File: config.mk
export PLATFORM = sky130hd
export DESIGN_NAME = edge_stim_gen
export DESIGN_NICKNAME = d
export VERILOG_FILES = /design/src/rtl/edge_stim_pkg.sv /design/src/rtl/edge_stim_chan.sv /design/src/rtl/edge_stim_gen.sv
export SDC_FILE = /design/constraint.sdc
export NUM_CORES = 1
export LEC_CHECK = 0
export CAP_MARGIN = 20
export CORE_UTILIZATION = 45
export CTS_BUF_LIST = sky130_fd_sc_hd__clkbuf_16
export CTS_CLUSTER_DIAMETER = 120
export CTS_CLUSTER_SIZE = 28
export DETAILED_ROUTE_END_ITERATION = 10
export GPL_TIMING_DRIVEN = 0
export PLACE_DENSITY = 0.81
export SLEW_MARGIN = 20
export SYNTH_ARGS = -nofsm -noshare
export SYNTH_HDL_FRONTEND = slang
export SYNTH_SLANG_ARGS = --single-unit
File: constraint.sdc
create_clock -name clk_i -period 2.26 [get_ports clk_i]
set_input_delay 0.452 -clock clk_i [delete_from_list [all_inputs] [get_ports clk_i]]
set_output_delay 0.452 -clock clk_i [all_outputs]
set_load 0.02 [all_outputs]
File: src/rtl/edge_stim_pkg.sv
// Shared types and defaults for the delayed-edge stimulus generator.
// Optional feature macro: EDGE_STIM_PULSE_EN (see edge_stim_chan).
package edge_stim_pkg;

    typedef enum logic [1:0] {
        IDLE  = 2'd0,
        COUNT = 2'd1,
        HIGH  = 2'd2
    } stim_state_e;

    localparam int NCH_DEF = 2;
    localparam int DW_DEF  = 16;

endpackage

File: src/rtl/edge_stim_chan.sv
// One channel of the delayed-edge source: IDLE -> COUNT (load delay) -> HIGH.
// With delay D loaded at edge n, the output rises after edge n+D+1.
// Macro EDGE_STIM_PULSE_EN: when defined, HIGH lasts a single cycle and the
// channel returns to IDLE on its own; otherwise HIGH holds until clr.
module edge_stim_chan
    import edge_stim_pkg::*;
#(
    parameter int DW = DW_DEF
) (
    input  logic          clk,
    input  logic          rst_n,
    input  logic          kick,
    input  logic          clr,
    input  logic [DW-1:0] delay,
    output logic          sig,
    output logic          busy,
    output logic          done
);

    stim_state_e   state_reg, state_next;
    logic [DW-1:0] cnt_reg, cnt_next;
    logic          done_reg, done_next;

    // State, counter and done-strobe registers.
    always_ff @(posedge clk or negedge rst_n) begin
        if (!rst_n) begin
            state_reg <= IDLE;
            cnt_reg   <= '0;
            done_reg  <= 1'b0;
        end else begin
            state_reg <= state_next;
            cnt_reg   <= cnt_next;
            done_reg  <= done_next;
        end
    end

    // Next-state logic; a kick always wins over clr except in HIGH, where a
    // lone kick is ignored and kick+clr restarts the count.
    always_comb begin
        state_next = state_reg;
        cnt_next   = cnt_reg;
        done_next  = 1'b0;
        case (state_reg)
            IDLE: begin
                if (kick) begin
                    state_next = COUNT;
                    cnt_next   = delay;
                end
            end
            COUNT: begin
                if (kick) begin
                    cnt_next = delay;
                end else if (clr) begin
                    state_next = IDLE;
                    cnt_next   = '0;
                end else if (cnt_reg != '0) begin
                    // Gated by cnt != 0, so the counter never wraps.
                    cnt_next = cnt_reg - DW'(1);
                end else begin
                    state_next = HIGH;
                    done_next  = 1'b1;
                end
            end
            HIGH: begin
                if (kick && clr) begin
                    state_next = COUNT;
                    cnt_next   = delay;
                end else if (clr) begin
                    state_next = IDLE;
                end
`ifdef EDGE_STIM_PULSE_EN
                else begin
                    state_next = IDLE;
                end
`endif
            end
            default: begin
                state_next = IDLE;
                cnt_next   = '0;
            end
        endcase
    end

    assign sig  = (state_reg == HIGH);
    assign busy = (state_reg == COUNT);
    assign done = done_reg;

endmodule

File: src/rtl/edge_stim_gen.sv
// Multi-channel delayed-edge source: NCH independent channels, each raising
// sig_o[i] a programmed number of cycles after kick_i[i].
// Macro EDGE_STIM_PULSE_EN selects one-cycle pulse output instead of a level.
module edge_stim_gen
    import edge_stim_pkg::*;
#(
    parameter int NCH = NCH_DEF,
    parameter int DW  = DW_DEF
) (
    input  logic              clk_i,
    input  logic              rst_n_i,
    input  logic [NCH-1:0]    kick_i,
    input  logic [NCH*DW-1:0] delay_i,
    input  logic [NCH-1:0]    clr_i,
    output logic [NCH-1:0]    sig_o,
    output logic [NCH-1:0]    busy_o,
    output logic [NCH-1:0]    done_o
);

    genvar gi;
    generate
        for (gi = 0; gi < NCH; gi++) begin : g_chan
            edge_stim_chan #(
                .DW(DW)
            ) u_chan (
                .clk   (clk_i),
                .rst_n (rst_n_i),
                .kick  (kick_i[gi]),
                .clr   (clr_i[gi]),
                .delay (delay_i[gi*DW +: DW]),
                .sig   (sig_o[gi]),
                .busy  (busy_o[gi]),
                .done  (done_o[gi])
            );
        end
    endgenerate

endmodule

## Word-level counts from Yosys, hierarchy flattened

Index checks and enable logic that the tools add are counted.

- Multiplexer cells: 34
- Add/subtract/negate cells: 2
- Equal/unequal tests: 16
- Reduce and logical (&&, ||, !) cells: 10

Operator list:

| cell | number |
|---|---|
| 16-bit two-way mux | 10 |
| 16-bit one-hot mux with 3 select lines | 2 |
| 16-bit nonzero test | 2 |
| 16-bit by 1-bit subtractor with 16-bit output (second input constant) | 2 |
| 2-bit two-way mux | 12 |
| 2-bit inequality test (second input constant) | 6 |
| 3-bit inequality test (second input constant) | 4 |
| 2-bit one-hot mux with 3 select lines | 2 |
| 1-bit two-way mux | 8 |
| 4-bit inequality test (second input constant) | 2 |
| 4-bit AND reduction | 2 |
| 3-bit AND reduction | 2 |
| 2-bit by 1-bit equality test with 1-bit output (second input constant) | 2 |
| 2-bit equality test (second input constant) | 2 |
| 2-bit zero test | 2 |
| 1-bit logical AND | 2 |

- Logic and storage cells: 68
- Output and inout bits: 6
- Bits in registers: 38
- Bits of input ports: 38

## Longest topological paths before layout

Gate-level depths: netlist of the first run.

- Word-level depth: 5
- Mapped depth: 7
- Depth with buffers taken out: 6

## Modules after synthesis

From an unflattened synthesis of the first run, not the netlist that was laid out.

- Cells, all modules: 278
- Area total of the unflattened synthesis: 2439.8 um^2

By module, submodules not included:

| module | sequential area each (um^2) | area each (um^2) | cells an instance | times used |
|---|---|---|---|---|
| edge_stim_chan | 475.5 | 1219.9 | 139 | 2 |

## Worst setup path after synthesis of the first run

OpenSTA, ideal clock, no wires.

- Kind: register -> register
- From: register g_chan[0].u_chan.state_reg[1]
- To: register g_chan[0].u_chan.cnt_reg[4]
- Arrival time: 2.118 ns
- Slack: 0.021 ns
- Stages on the path, launching flop included: 8
- Clock period less this slack: 2.239 ns
- Data required time: 2.138 ns
- Setup time: 0.122 ns
- Buffers on the path: 3
- Cells stage by stage: dfrtp_1 buf_2 or4b_1 buf_2 or4_4 o21ai_4 buf_6 o2bb2ai_1

- Word-level cells in the longest chain between the ends: 3
- Elaborated cells between the ends (all ways): 8
- Those cells by class: eq/ne: 5; mux: 1; reduce/logical: 2

RTL lines:

| what | RTL line | source |
|---|---|---|
| start: declaration | edge_stim_chan.sv:20 | `stim_state_e state_reg, state_next;` |
| start signal: assignment | edge_stim_chan.sv:31 | `state_reg <= state_next;` |
| 2-bit by 1-bit equality test with 1-bit output (tied with other cells) | edge_stim_chan.sv:43 | `case (state_reg)` |
| 4-bit inequality test (no line) or 2-bit inequality test (tied branches) | -- |  |
| 3-bit AND reduction (no line) | -- |  |
| end signal: assignment | edge_stim_chan.sv:32 | `cnt_reg <= cnt_next;` |
| end: declaration | edge_stim_chan.sv:21 | `logic [DW-1:0] cnt_reg, cnt_next;` |

Parallel ways exist; a longest one is shown, timed or not.
A chain may end at the register's enable or synchronous reset.

## Worst setup path after layout of the first run

- From: register g_chan[0].u_chan.state_reg[1]
- To: register g_chan[0].u_chan.cnt_reg[1]

Same word-level chain as after synthesis.

==> impl_metrics.csv, run 1 <==
group,metric,value,unit
outcome,status,"finished, violations left",
outcome,violations,"setup timing",
synth,synth_warnings,0,
clock_network,cts_tree,"built",
power_and_ir_drop,powerDensity,669,mW/mm²
global_route,grt_pass1_wl,12500,µm
drt,drc,0,
drt,wl,7580,µm
sta,fin_ws,-0.0503,ns
sta,fmax,0.433,GHz
clock_network,ctsRootBufferMaster,"clkbuf_16",
setup_path,path_max_fanout,6,
setup_path,worst-path-buf-inv,2,
drt,drtIter0Drc,377,
sta,fin_skew,0.00211,ns
final_layout,drive_gt1_share,20.1,%
floorplan,ios,44,
final_layout,final_util,67.2,%
flow_run,cap_violations,0,
floorplan,chipWidth,76.9,µm
synth,synth-seq-area-share,37.6,%
sta,drv_slew,0,
clock_network,clk_pin_slew_worst_paths,0.06,ns
synth,yosysTopAreaCell,"dfrtp_1",
placed_design,gp_congestion,0.902,
global_route,grt_max_degree,32,
floorplan,die_area,0.00592,mm²
drt,post_drt_wl_per_cell,18.3,µm
sta,setup_viol,16,
synth,syn_inst,278,
power_and_ir_drop,ir_worst_vdd,0.372,mV
drt,vias,2756,
clock_network,cts_max_level,2,
setup_path,crit_path_end_kind,"flip-flop",
sta,tightestPinTransition,0.627,ns
global_route,grt_use_total,26.4,%
final_layout,diodes,0,
setup_path,cp_slowest_stage_delay,0.56,ns
hold_path,min_path_type,"in -> async",
clock_network,ctsLongestPathBuffers,2,
final_layout,largest_reg_flops,32,
global_route,antenna_found_initial,0,
synth,synth-seq-cells,38,
setup_path,crit_cells,6,
setup_path,crit_chain,"or4b_4 > buf_6 > or4_4 > o21ai_4 > buf_6 > mux2i_1",
placed_design,post-place-ws,-1.04,ns
synth,synthTopCellsByArea,"dfrtp_1 38%, o2bb2ai_1 5.9%, o211ai_1 3.9%",
sta,fin_crit,2.31,ns
sta,slew-limit-headroom,58.2,%
setup_path,path_class,"reg -> reg",
synth,synth_most_common_cell,"dfrtp_1",
synth,syn-num-nets,318,
global_route,grt-ovfl-total,0,
drt,via_per_inst,6.67,
final_layout,nets,382,
setup_path,path_delay_family,"simple AND/OR/NAND/NOR gates",
global_route,first_global_vias,2477,
sta,timing.final.crit_share,102,%
setup_path,critPathRequiredTime,2.46,ns
synth,synth_area_per_cell,9.09,µm²
synth,synth_edf_count,0,
sta,rsz0062_at_grt,"yes",
synth,yosys.area.top_type_share,37.6,%
synth,yosys-top-cells-count,"38 x dfrtp_1, 18 x a21oi_1, 17 x o2bb2ai_1",
floorplan,initial_utilization,47.9,%
power_and_ir_drop,leakage,1.34,nW
floorplan,rows,26,
drt,ant_nets,0,
setup_path,cpMostUsedCell,"buf_6",
synth,netlist_area,0.00253,mm²
floorplan,chipHeight,76.9,µm
drt,drt-pass1-iter-count,5,
setup_path,r2r_cells,6,
clock_network,numClockSinks,38,
synth,synth_ff_type,"dfrtp_1",
setup_path,cp_slowest_cell,"or4_4",
sta,whs,0.0177,ns
synth,synth.distinct_cells,54,
synth,synth-async-reset-ratio,100,%
floorplan,fp.coreArea,0.00527,mm²
sta,report.final.hold_viol_count,0,
setup_path,startpoint_type,"flip-flop",
placed_design,portBuffers,43,
clock_network,cts_buffers,5,
setup_path,crit_arrival,2.51,ns
clock_network,clk_latency,0.29,ns
placed_design,dp_hpwl,4860,µm
setup_path,rrSetupSlack,-0.05,ns
final_layout,area_growth,40.2,%
metrics by stage:
| stage | cell area (µm²) | TNS, ns | power (W) | instances |
|---|---|---|---|---|
| after global routing | 3540 | -1.07 | 0.00246 | 413 |
| final | 3540 | -0.370 | 0.00237 | 413 |
| after detailed placement | 3070 | -26.37 | 0.00133 | 393 |
| after CTS | 3440 | -0.170 | 0.00231 | 410 |
| after floorplan | 2530 | 0 | 0.00114 | 278 |
| after global placement | 3040 | -33.45 | 0.00131 | 391 |
final timing paths:
kind | startpoint | to
min in group clk_i | g_chan[0].u_chan.cnt_reg[8] | g_chan[0].u_chan.cnt_reg[8]
max | g_chan[0].u_chan.state_reg[1] | g_chan[0].u_chan.cnt_reg[1]
min | rst_n_i | g_chan[0].u_chan.cnt_reg[14]
max reg2reg | g_chan[0].u_chan.state_reg[1] | g_chan[0].u_chan.cnt_reg[1]
max in group asynchronous | rst_n_i | g_chan[1].u_chan.state_reg[0]
min reg2reg | g_chan[0].u_chan.cnt_reg[8] | g_chan[0].u_chan.cnt_reg[8]
where the power goes:
group | switching, W | leakage (nW) | internal (W)
combinational | 0.000310 | 0.779 | 0.000270
sequential | 0.000104 | 0.470 | 0.000756
clock | 0.000295 | 0.0940 | 0.000634
total | 0.000709 | 1.34 | 0.00166
worst register-to-register path, stage by stage (launching register included):
cell and delay [ns]:
dfrtp_2 0.40, or4b_4 0.53, buf_6 0.15, or4_4 0.56, o21ai_4 0.25, buf_6 0.14, mux2i_1 0.19
area by class of cell:
class | count | area, µm²
Clock buffer | 5 | 125
Inverter | 14 | 52.6
Buffer | 24 | 149
Fill cell | 396 | 1730
Clock inverter | 3 | 68.8
Timing Repair Buffer | 59 | 559
Sequential cell | 38 | 953
Tap cell | 70 | 87.6
Multi-Input combinational cell | 200 | 1550
kinds of logic after synthesis:
| family | count (synthesis) | synth area share (%) |
|---|---|---|
| AOI/OAI and AO/OA | 116 | 33.0 |
| adders and majority gates | 2 | 0.990 |
| and+or+nand+nor | 78 | 19.1 |
| buffers and inverters | 40 | 7.68 |
| DFF | 38 | 37.6 |
| muxes | 4 | 1.59 |
timing repair:
action	CTS	global route
endpoints found under the setup margin	38	29
hold buffers	0	0
resized for setup	29	17
setup buffers	10	3
cloned	1	0
pin swaps	4	9
per-layer routing:
| metal | global-route usage [%] | wire [µm] |
|---|---|---|
| met1 | 37.8 | 3260 |
| met2 | 39.1 | 3490 |
| met3 | 5.71 | 680 |
| met4 | 8.85 | 144 |
| met5 | 0 | 0 |
cells in the final DEF, fill, tap and decap left out, types with 5 or more instances in the layout:
master           count
clkbuf_16            5
o211ai_1            13
inv_1               12
or4_1                5
o22ai_1              8
buf_6                6
a22oi_1             11
nor2_1              10
o21ai_0             12
buf_4               18
a21oi_1             18
clkbuf_1            10
o2bb2ai_1           12
nor4_1              12
a21o_1               5
nor3_1              12
dfrtp_1             36
clkdlybuf4s50_1     39
(Power assumes the default switching activity.)
==> run 2: changes to the inputs <==
CORE_MARGIN = 4   (was default)
==> run 2 against run 1 <==
The run still ends with setup timing left. Sequential share of layout area is essentially flat. Power shrank 9.6%. Sequential cell count did not move. Routed wire length rose by 0.34%. First-iteration DRC count shrank 47%. Count of clock-buffer cells in the layout is the same. Critical path type unchanged.
==> impl_metrics.csv, run 2 (synthesized netlist as in run 1, its figures left out) <==
group,metric,value,unit
outcome,status,"finished, violations left",
outcome,violations,"setup timing",
final_layout,diodes,0,
drt,drtIter0Drc,199,
global_route,grt_use_total,21.4,%
floorplan,die_area,0.00688,mm²
sta,timing.final.crit_share,102,%
sta,slew-limit-headroom,58.8,%
setup_path,path_class,"reg -> reg",
clock_network,cts_max_level,2,
clock_network,hold_buffers,0,
clock_network,cts_tree,"built",
drt,via_per_inst,6.42,
sta,fin_ws,-0.0471,ns
final_layout,mostFrequentLayoutCell,"clkdlybuf4s50_1",
final_layout,nets,384,
setup_path,crit_chain,"inv_2 > ha_4 > or4b_4 > or4_4 > o21ai_4 > buf_4 > o2bb2ai_1",
placed_design,portBuffers,43,
placed_design,gp_congestion,0.960,
global_route,antenna_found_initial,0,
floorplan,chipWidth,82.9,µm
global_route,grt_max_degree,30,
setup_path,crit_arrival,2.47,ns
global_route,first_global_vias,2616,
final_layout,final_cell_mix,"38 x clkdlybuf4s50_1, 36 x dfrtp_1, 21 x buf_4, 18 x a21oi_1",
placed_design,numPlacedInstances,395,
clock_network,ctsLongestPathBuffers,2,
drt,wl,7600,µm
power_and_ir_drop,leakage,1.32,nW
setup_path,rr_startpoint,"g_chan[0].u_chan.cnt_reg[1]",
drt,drc,0,
setup_path,cp_slowest_stage_delay,0.56,ns
floorplan,rows,27,
clock_network,cts_buffers,5,
floorplan,fp.coreArea,0.00547,mm²
hold_path,min_path_type,"in -> async",
sta,rsz0062_at_grt,"yes",
power_and_ir_drop,powerDensity,606,mW/mm²
sta,fin_crit,2.31,ns
sta,tightestPinTransition,0.618,ns
drt,drt-pass1-iter-count,5,
final_layout,final_util,64.6,%
setup_path,critPathRequiredTime,2.43,ns
global_route,grt-ovfl-total,0,
setup_path,cp_slowest_cell,"or4_4",
setup_path,crit_path_end_kind,"flip-flop",
final_layout,finalNonFillerCells,417,
setup_path,startpoint_type,"flip-flop",
final_layout,drive_gt1_share,21.4,%
flow_run,cap_violations,0,
clock_network,ctsRootBufferMaster,"clkbuf_16",
global_route,grt_pass1_wl,12300,µm
floorplan,ios,44,
setup_path,cp-startpoint,"g_chan[0].u_chan.cnt_reg[1]",
drt,vias,2679,
power_and_ir_drop,ir_worst_vdd,0.377,mV
final_layout,largest_reg_flops,32,
clock_network,clk_pin_slew_worst_paths,0.06,ns
placed_design,placed_area,0.00307,mm²
final_layout,area_growth,40.0,%
final_layout,n_fill_cell,444,
floorplan,chipHeight,82.9,µm
sta,fin_skew,0.00650,ns
setup_path,worst-path-buf-inv,2,
floorplan,initial_utilization,46.2,%
sta,fmax,0.433,GHz
setup_path,path_delay_family,"simple AND/OR/NAND/NOR gates",
drt,ant_nets,0,
clock_network,clk_latency,0.28,ns
final_layout,fin_area,0.00354,mm²
sta,report.final.hold_viol_count,0,
clock_network,numClockSinks,38,
sta,setup_viol,17,
placed_design,dp_hpwl,5000,µm
drt,post_drt_wl_per_cell,18.2,µm
sta,drv_slew,0,
setup_path,path_max_fanout,5,
## run 2: final timing paths
kind	endpoint	slack (ns)	cells after the start
setup reg to reg	g_chan[0].u_chan.cnt_reg[12]	-0.05	7
min in group clk_i	g_chan[0].u_chan.cnt_reg[8]	0.49	1
max in group asynchronous	g_chan[1].u_chan.cnt_reg[2]	1.78	2
setup / recovery	g_chan[0].u_chan.cnt_reg[12]	-0.05	7
hold / removal	g_chan[0].u_chan.cnt_reg[7]	0.04	1
hold reg to reg	g_chan[0].u_chan.cnt_reg[8]	0.49	1
## run 2: per-layer routing
metal	global-route usage [%]	vias to the layer above	part of all wire [%]
li1	-	1237	-
met3	4.66	29	7.6
met1	26.2	1275	40
met4	9.51	0	2.4
met5	0	-	0
met2	36.2	138	50
## run 2: worst reg2reg max path, delay by kind of cell, from the launching register on
| kind | cells | cell delay [ns] |
|---|---|---|
| flops | 1 | 0.40 |
| simple gates | 2 | 1.02 |
| buf+inv | 2 | 0.30 |
| compound gates | 2 | 0.35 |
| fa+ha+maj | 1 | 0.13 |
## run 2: where the power goes
part,switching (W),internal [W],total (W)
Clock,0.000290,0.000403,0.000693
Sequential,0.000102,0.000756,0.000858
Combinational,0.000312,0.000280,0.000591
## run 2: area by class of cell
class / count / area, µm² / area share (%)
inverter: 14 / 52.6 / 1.49
timing repair buffer: 62 / 591 / 16.7
buffer: 23 / 138 / 3.89
sequential: 38 / 953 / 27.0
clock buffer: 5 / 125 / 3.54
tap: 72 / 90.1 / 2.55
multi-input combinational: 200 / 1570 / 44.4
clock inverter: 3 / 16.3 / 0.460
## run 2: through the flow
step | hold WS [ns] | setup TNS [ns] | worst slack (ns) | total power (W)
2_1_floorplan | 0.156 | 0 | 0.0206 | 0.00114
3_3_place_gp | 0.471 | -33.42 | -0.977 | 0.00131
3_5_place_dp | 0.344 | -26.31 | -0.997 | 0.00133
4_1_cts | 0.0409 | -0.130 | -0.0287 | 0.00208
5_1_grt | 0.0434 | -1.45 | -0.137 | 0.00225
6_report | 0.0368 | -0.468 | -0.0471 | 0.00214
## run 2: repair_timing
action	4_1_cts	5_1_grt
setup endpoints to repair	38	31
resized for setup	31	20
pin swaps	5	9
cloned	1	0
buffers inserted	11	5
